===== src/rtl/apb_write_sequencer.sv =====
// rtl/apb_write_sequencer.sv - two-requester APB write sequencer issuing 3-beat commands
module apb_write_sequencer #(
  parameter int TIMEOUT = 15
) (
  input  logic       pclk,
  input  logic       preset_n,
  input  logic       req0_valid,
  input  logic [7:0] req0_p0,
  input  logic [7:0] req0_p1,
  input  logic [4:0] req0_size,
  input  logic       req1_valid,
  input  logic [7:0] req1_p0,
  input  logic [7:0] req1_p1,
  input  logic [4:0] req1_size,
  output logic       ack0,
  output logic       ack1,
  output logic       err,
  output logic       psel,
  output logic       penable,
  output logic       pwrite,
  output logic [1:0] paddr,
  output logic [7:0] pwdata,
  input  logic       pready
);

  typedef enum logic [1:0] {IDLE, SETUP, ACCESS, RESP} state_t;

  localparam logic [7:0] WAIT_LAST = 8'(TIMEOUT - 1);

  state_t     state, state_nx;
  logic [1:0] beat, beat_nx;
  logic [7:0] wait_cnt, wait_nx;
  logic       last_grant, last_nx;
  logic       granted, granted_nx;
  logic       err_q, err_nx;
  logic [7:0] p0_q, p0_nx, p1_q, p1_nx;
  logic [4:0] size_q, size_nx;
  logic       pick;

  // With both requesters pending, the one not served last wins.
  assign pick = (req0_valid && req1_valid) ? ~last_grant : req1_valid;

  always_ff @(posedge pclk or negedge preset_n) begin
    if (!preset_n) begin
      state      <= IDLE;
      beat       <= 2'd0;
      wait_cnt   <= 8'd0;
      last_grant <= 1'b1;
      granted    <= 1'b0;
      err_q      <= 1'b0;
      p0_q       <= 8'd0;
      p1_q       <= 8'd0;
      size_q     <= 5'd0;
    end else begin
      state      <= state_nx;
      beat       <= beat_nx;
      wait_cnt   <= wait_nx;
      last_grant <= last_nx;
      granted    <= granted_nx;
      err_q      <= err_nx;
      p0_q       <= p0_nx;
      p1_q       <= p1_nx;
      size_q     <= size_nx;
    end
  end

  always_comb begin
    state_nx   = state;
    beat_nx    = beat;
    wait_nx    = wait_cnt;
    last_nx    = last_grant;
    granted_nx = granted;
    err_nx     = err_q;
    p0_nx      = p0_q;
    p1_nx      = p1_q;
    size_nx    = size_q;
    case (state)
      IDLE: begin
        if (req0_valid || req1_valid) begin
          granted_nx = pick;
          last_nx    = pick;
          p0_nx      = pick ? req1_p0 : req0_p0;
          p1_nx      = pick ? req1_p1 : req0_p1;
          size_nx    = pick ? req1_size : req0_size;
          beat_nx    = 2'd0;
          wait_nx    = 8'd0;
          err_nx     = 1'b0;
          state_nx   = SETUP;
        end
      end
      SETUP: begin
        wait_nx  = 8'd0;
        state_nx = ACCESS;
      end
      ACCESS: begin
        if (pready) begin
          if (beat == 2'd2) begin
            err_nx   = 1'b0;
            state_nx = RESP;
          end else begin
            beat_nx  = beat + 2'd1;
            state_nx = SETUP;
          end
        end else if (wait_cnt == WAIT_LAST) begin
          // Slave stalled too long: abandon the remaining beats.
          err_nx   = 1'b1;
          state_nx = RESP;
        end else begin
          wait_nx = wait_cnt + 8'd1;
        end
      end
      RESP: state_nx = IDLE;
      default: state_nx = IDLE;
    endcase
  end

  assign psel    = (state == SETUP) || (state == ACCESS);
  assign penable = (state == ACCESS);
  assign pwrite  = psel;
  assign paddr   = psel ? beat : 2'd0;
  assign ack0    = (state == RESP) && !granted;
  assign ack1    = (state == RESP) && granted;
  assign err     = (state == RESP) && err_q;

  always_comb begin
    pwdata = 8'd0;
    if (psel) begin
      case (beat)
        2'd0:    pwdata = p0_q;
        2'd1:    pwdata = p1_q;
        2'd2:    pwdata = {3'b000, size_q};
        default: pwdata = 8'd0;
      endcase
    end
  end

endmodule


===== config.mk =====
export PLATFORM = sky130hd
export DESIGN_NAME = apb_write_sequencer
export DESIGN_NICKNAME = d
export VERILOG_FILES = /design/src/rtl/apb_write_sequencer.sv
export SDC_FILE = /design/constraint.sdc
export NUM_CORES = 1
export LEC_CHECK = 0
export BUFFER_PORTS_ARGS = -buffer_cell sky130_fd_sc_hd__buf_4
export CORE_AREA = 5 5 68 70
export DETAILED_ROUTE_END_ITERATION = 10
export DIE_AREA = 0 0 73 75
export PLACE_DENSITY = 0.93
export SYNTH_ARGS = -nofsm -noshare
export SYNTH_HDL_FRONTEND = slang
export SYNTH_SLANG_ARGS = --single-unit

===== constraint.sdc =====
create_clock -name pclk -period 4.2 [get_ports pclk]
set_clock_uncertainty 0.05 [all_clocks]
set_input_delay 0 -clock pclk [delete_from_list [all_inputs] [get_ports pclk]]
set_output_delay 0 -clock pclk [all_outputs]
set_load 0.01 [all_outputs]

### Yosys cells after proc, flatten, opt, wreduce, memory -nomap -nowiden

Index checks and enable logic that the tools add are counted.

* $add $sub $neg: 2
* equal/unequal tests: 13
* mux-type cells: 25
* bitwise operators: 1
* reduce and logical (&&, ||, !) cells: 16

Operators by type and width (number)
* $mux 8: 6
* $pmux 8 s3: 2
* $mux 2: 8
* $reduce_and 4->1: 3
* $add 8x1->8 const B: 1
* $eq 8x4->1 const B: 1
* $ne 2x2->1 const B: 4
* $pmux 2 s4: 1
* $eq 2x2->1 const B: 3
* $mux 1: 5
* $mux 5: 1
* $eq 2x1->1 const B: 2
* $logic_and 1x1->1: 4
* $logic_not 2->1: 2
* $pmux 2 s2: 1
* $reduce_and 2->1: 2
* $ne 3x1->1 const B: 1
* $ne 3x2->1 const B: 1
* $reduce_bool 3->1: 1
* $add 2x1->2 const B: 1
* $logic_or 1x1->1: 2
* $ne 2x1->1 const B: 1
* $pmux 1 s2: 1
* $reduce_bool 2->1: 1
* 2 further kinds: 2

* register bits: 36
* bits of input ports: 47
* output and inout bits: 16

### Logic depth before layout (Yosys ltp)

* depth in word-level cells: 4
* gate-level depth with buffers: 7
* depth with buffers taken out: 6

### Worst setup path before layout

Ideal clock, no wire load.

* path kind: reg-to-reg
* start point: register state[0]
* end point: register wait_cnt[3]
* arrival time: 1572 ps
* data required time: 4029 ps
* path slack: 2457 ps
* cell stages (with the launch flop): 8
* path through: dfrtp_1 inv_1 ha_1 buf_6 nor3b_4 a211oi_4 nand3_1 a22o_1

* word-level cells in the longest chain between the ends: 3
* elaborated cells on any way between the ends: 9

RTL lines
* from (decl): RTL line 30 `state_t state, state_nx;`
* from (signal assigned): RTL line 55 `state <= state_nx;`
* $eq 2x2->1 (tied with other cells): RTL line 77 `case (state)`
* $ne 2x2->1 (no source line) / $reduce_bool 3->1 (equally long branches)
* $reduce_and 4->1 (no source line)
* to (signal assigned): RTL line 57 `wait_cnt <= wait_nx;`
* to (decl): RTL line 32 `logic [7:0] wait_cnt, wait_nx;`

Several ways; a longest one is shown, not always the timed one.
A chain may end at the register's enable or synchronous reset.

### Worst setup path after layout

* start point: register state[0]
* end point: register wait_cnt[7]

The elaborated chain is that of the path after synthesis.

==> results.ini <==
[power_and_ir_drop]
vdd.ir_drop.worst_mv=0.336
internal_portion_of_total_power_w=0.00108
cellLeakagePower_nw=1.47
combPwrFrac=0.516
switching_share_of_total_power=0.402
power_density_mw_per_mm2=575
power.switching_w=0.000725
power.total_w=0.00180
power_frac_clock=0.167
share_seq_of_total_power=0.317

[timing]
timing_max_transition_violations_final=0
achievable-frequency_ghz=0.434
final-hold-violation-count=0
fin_crit_sh=0.548
worstMarginPinSlew_ns=0.726
setup-tns-final_ns=0
finalCriticalPeriod_ns=2.30
setup_repair_after_global_routing_missed_its_margin=false
final-setup-viol-count=0
max-slew-margin-rel=0.516

[final_layout]
finalCoreUtilization=0.801
fin_nets=376
instances_no_fill=372
syn2layout_area_growth_pct=49.6
fraction_of_final_layout_cells_sized_beyond_drive_strength_1=0.249

[synth]
synth.avg_cell_area_sq_um=9.66
sequential_fraction_of_the_synthesis_area=0.430
netlist_top_cells_area=sky130_fd_sc_hd__dfrtp_1, sky130_fd_sc_hd__mux2i_1, sky130_fd_sc_hd__o21ai_1
synthCells=217
netlist-cell-type-count=40
synthDominantAreaCellType=sky130_fd_sc_hd__dfrtp_1
netlist.area_leader.share=0.418
synthesis.area_sq_mm=0.00210
synth_top_flop_cell=sky130_fd_sc_hd__dfrtp_1
yosys_register_bits=36
total_of_warnings_raised_by_yosys=0
synth_fp_nets=273
synth-edff-count=0
postSynth.asyncResetShare=1.00

[setup_path]
wp_data_arrival_ns=2.46
worst-r2r-cell-count=5
setup.worst_path.start_class=register
worstPathMaxFanout=18
worst_path_class_setup=reg -> reg
source_of_the_critical_timing_path=state[0]
timing.critical_path.required_ns=4.36
worst_setup_path_end_kind=register
r2r-start=state[0]
timing.reg2reg.setup_slack_ns=1.90

[clocking]
cts.path.max_buffers=2
root_buffer=sky130_fd_sc_hd__clkbuf_8
cts-htree-levels=2
cts_resized=0
cts_sinks=36
worst_setup_hold_path_clk_slew_ns=0.07
worstSkewPairLatency_ns=0.29
clock_buffer_count_from_cts=5
cts_tree=done
setup_fix_bufs_post_cts=0

[routing]
met3RoutedLength_um=405
detailedRoute.firstIterationViolations=227
detail_route.wirelength.met1_mm=2.32
drc=0
vias_per_cell=5.65
wirelength_routed_mm=6.40
highest_layer=met4
drt_pass1_iterations=6
met2_wl_mm=3.52
dr_total_vias=2102
antenna_violating_nets_post_route=0
routedWlPerCell_um=17.2

[worst_hold_path]
whs_path_depth=4
worstHoldPathType=in -> reg
min-delay-start=req1_valid

[die]
design.portCount=63
num_rows=23
initial_utilization=0.535
die_w_um=73
design.die.area_sq_mm=0.00548
floorplan.die.height_um=75
core_region_area_sq_mm=0.00391

[grt]
number_of_antenna_violations_at_the_first_check_in_global_routing=1
overflow=0
grt_usage=0.246
wire_length_of_the_first_global_routing_pass_mm=10.2
grt_pass1_vias=2082
grt_start_max_net_pins=44

[placed_design]
placedCellCount=318
io_buffers=62
place_congestion=0.824
hpwlAfterDp_mm=3.49

[run]
maxCapViolCount=0

[run_status]
outcome=completed

sequential cells by signal, summed over array words and instances (netlist names):
name        flops
p0_q            8
p1_q            8
wait_cnt        8
size_q          5
beat            2
state           2
err_q           1
granted         1
last_grant      1
layout by cell type (no fill, tap or decap), types with 3 or more instances in the layout:
cell                            count
sky130_fd_sc_hd__a22o_1             3
sky130_fd_sc_hd__a21oi_1            5
sky130_fd_sc_hd__nand3_1            8
sky130_fd_sc_hd__a31o_1             3
sky130_fd_sc_hd__mux2i_1           22
sky130_fd_sc_hd__a22oi_1            3
sky130_fd_sc_hd__o21ai_1           26
sky130_fd_sc_hd__ha_1               9
sky130_fd_sc_hd__a222oi_1           5
sky130_fd_sc_hd__nor2_1            13
sky130_fd_sc_hd__clkbuf_8           5
sky130_fd_sc_hd__and2_1             5
sky130_fd_sc_hd__nand2b_1           4
sky130_fd_sc_hd__nand2_1           27
sky130_fd_sc_hd__dlygate4sd3_1     45
sky130_fd_sc_hd__buf_4             64
sky130_fd_sc_hd__inv_1             10
sky130_fd_sc_hd__dfrtp_1           35
layout make-up:
type | count | area [sq um]
repair buffers | 109 | 931
multi-input cells | 157 | 1090
diodes | 1 | 2.50
well taps | 50 | 62.6
clock buffers | 6 | 72.6
inverters | 11 | 41.3
fillers | 220 | 779
clock inverters | 2 | 35.0
flip-flops and latches | 36 | 902
critical path, stage by stage, from the launching register on:
cell and delay, ns:
sky130_fd_sc_hd__dfrtp_1 0.41, sky130_fd_sc_hd__inv_1 0.10, sky130_fd_sc_hd__ha_1 0.63, sky130_fd_sc_hd__nand4_1 0.53, sky130_fd_sc_hd__and2_1 0.35, sky130_fd_sc_hd__o221ai_2 0.15
synth_stat cells, types with 2 or more instances:
cell,instances
sky130_fd_sc_hd__dfrtp_1,35
sky130_fd_sc_hd__a22oi_1,3
sky130_fd_sc_hd__inv_1,10
sky130_fd_sc_hd__a31oi_1,2
sky130_fd_sc_hd__o21a_1,2
sky130_fd_sc_hd__nand4_1,2
sky130_fd_sc_hd__nand3_1,8
sky130_fd_sc_hd__o21ai_1,27
sky130_fd_sc_hd__a31o_1,3
sky130_fd_sc_hd__mux2i_1,22
sky130_fd_sc_hd__nor2_1,13
sky130_fd_sc_hd__nand2b_1,4
sky130_fd_sc_hd__o21ai_0,2
sky130_fd_sc_hd__buf_4,3
sky130_fd_sc_hd__a222oi_1,5
sky130_fd_sc_hd__and2_1,5
sky130_fd_sc_hd__ha_1,9
sky130_fd_sc_hd__a22o_1,3
sky130_fd_sc_hd__nor3_1,2
sky130_fd_sc_hd__a21oi_1,5
sky130_fd_sc_hd__clkbuf_1,7
sky130_fd_sc_hd__nand2_1,27
per-layer routing:
| layer | vias to the layer above | global-route usage |
|---|---|---|
| li1 | 977 | - |
| met1 | 996 | 0.279 |
| met2 | 113 | 0.454 |
| met3 | 16 | 0.0507 |
| met4 | 0 | 0.0902 |
| met5 | - | 0 |
what timing repair did:
action | 4_1_cts | 5_1_grt
hold buffers | 45 | 0
endpoints found under the setup margin | 0 | 0
endpoints found under the hold margin | 58 | 0
logic make-up (layout without fill, tap and decap cells):
| logic type | count (synthesis) | in the layout | synth area share |
|---|---|---|---|
| other cells | 0 | 1 | 0 |
| compound gates | 58 | 58 | 0.189 |
| fa+ha+maj | 9 | 9 | 0.0537 |
| flops | 36 | 36 | 0.430 |
| buf+inv | 24 | 128 | 0.0525 |
| simple gates | 68 | 68 | 0.170 |
| mux | 22 | 22 | 0.105 |
per-stage QoR:
step / setup WS, ns / instance area [sq um] / hold WS (ns)
floorplan: 2.46 / 2100 / -0.346
detailed placement: 2.06 / 2570 / -0.0679
finish: 1.90 / 3130 / 0.0766
CTS: 2.06 / 3130 / 0.0674
global placement: 2.18 / 2570 / -0.0747
global route: 1.85 / 3130 / 0.0728
final timing paths:
path	endpoint
max	wait_cnt[7]
min reg2reg	p0_q[0]
min	err_q
min in group asynchronous	wait_cnt[5]
max reg2reg	wait_cnt[7]
max in group asynchronous	last_grant
power groups by stage:
stage / clock network [W] / logic [W] / registers (W)
2_1_floorplan: 0 / 0.000585 / 0.000546
3_3_place_gp: 0 / 0.000800 / 0.000560
3_5_place_dp: 0 / 0.000824 / 0.000570
4_1_cts: 0.000304 / 0.000892 / 0.000564
5_1_grt: 0.000320 / 0.00103 / 0.000587
6_report: 0.000301 / 0.000931 / 0.000572
Note: power is estimated with default switching activity, not from simulation.
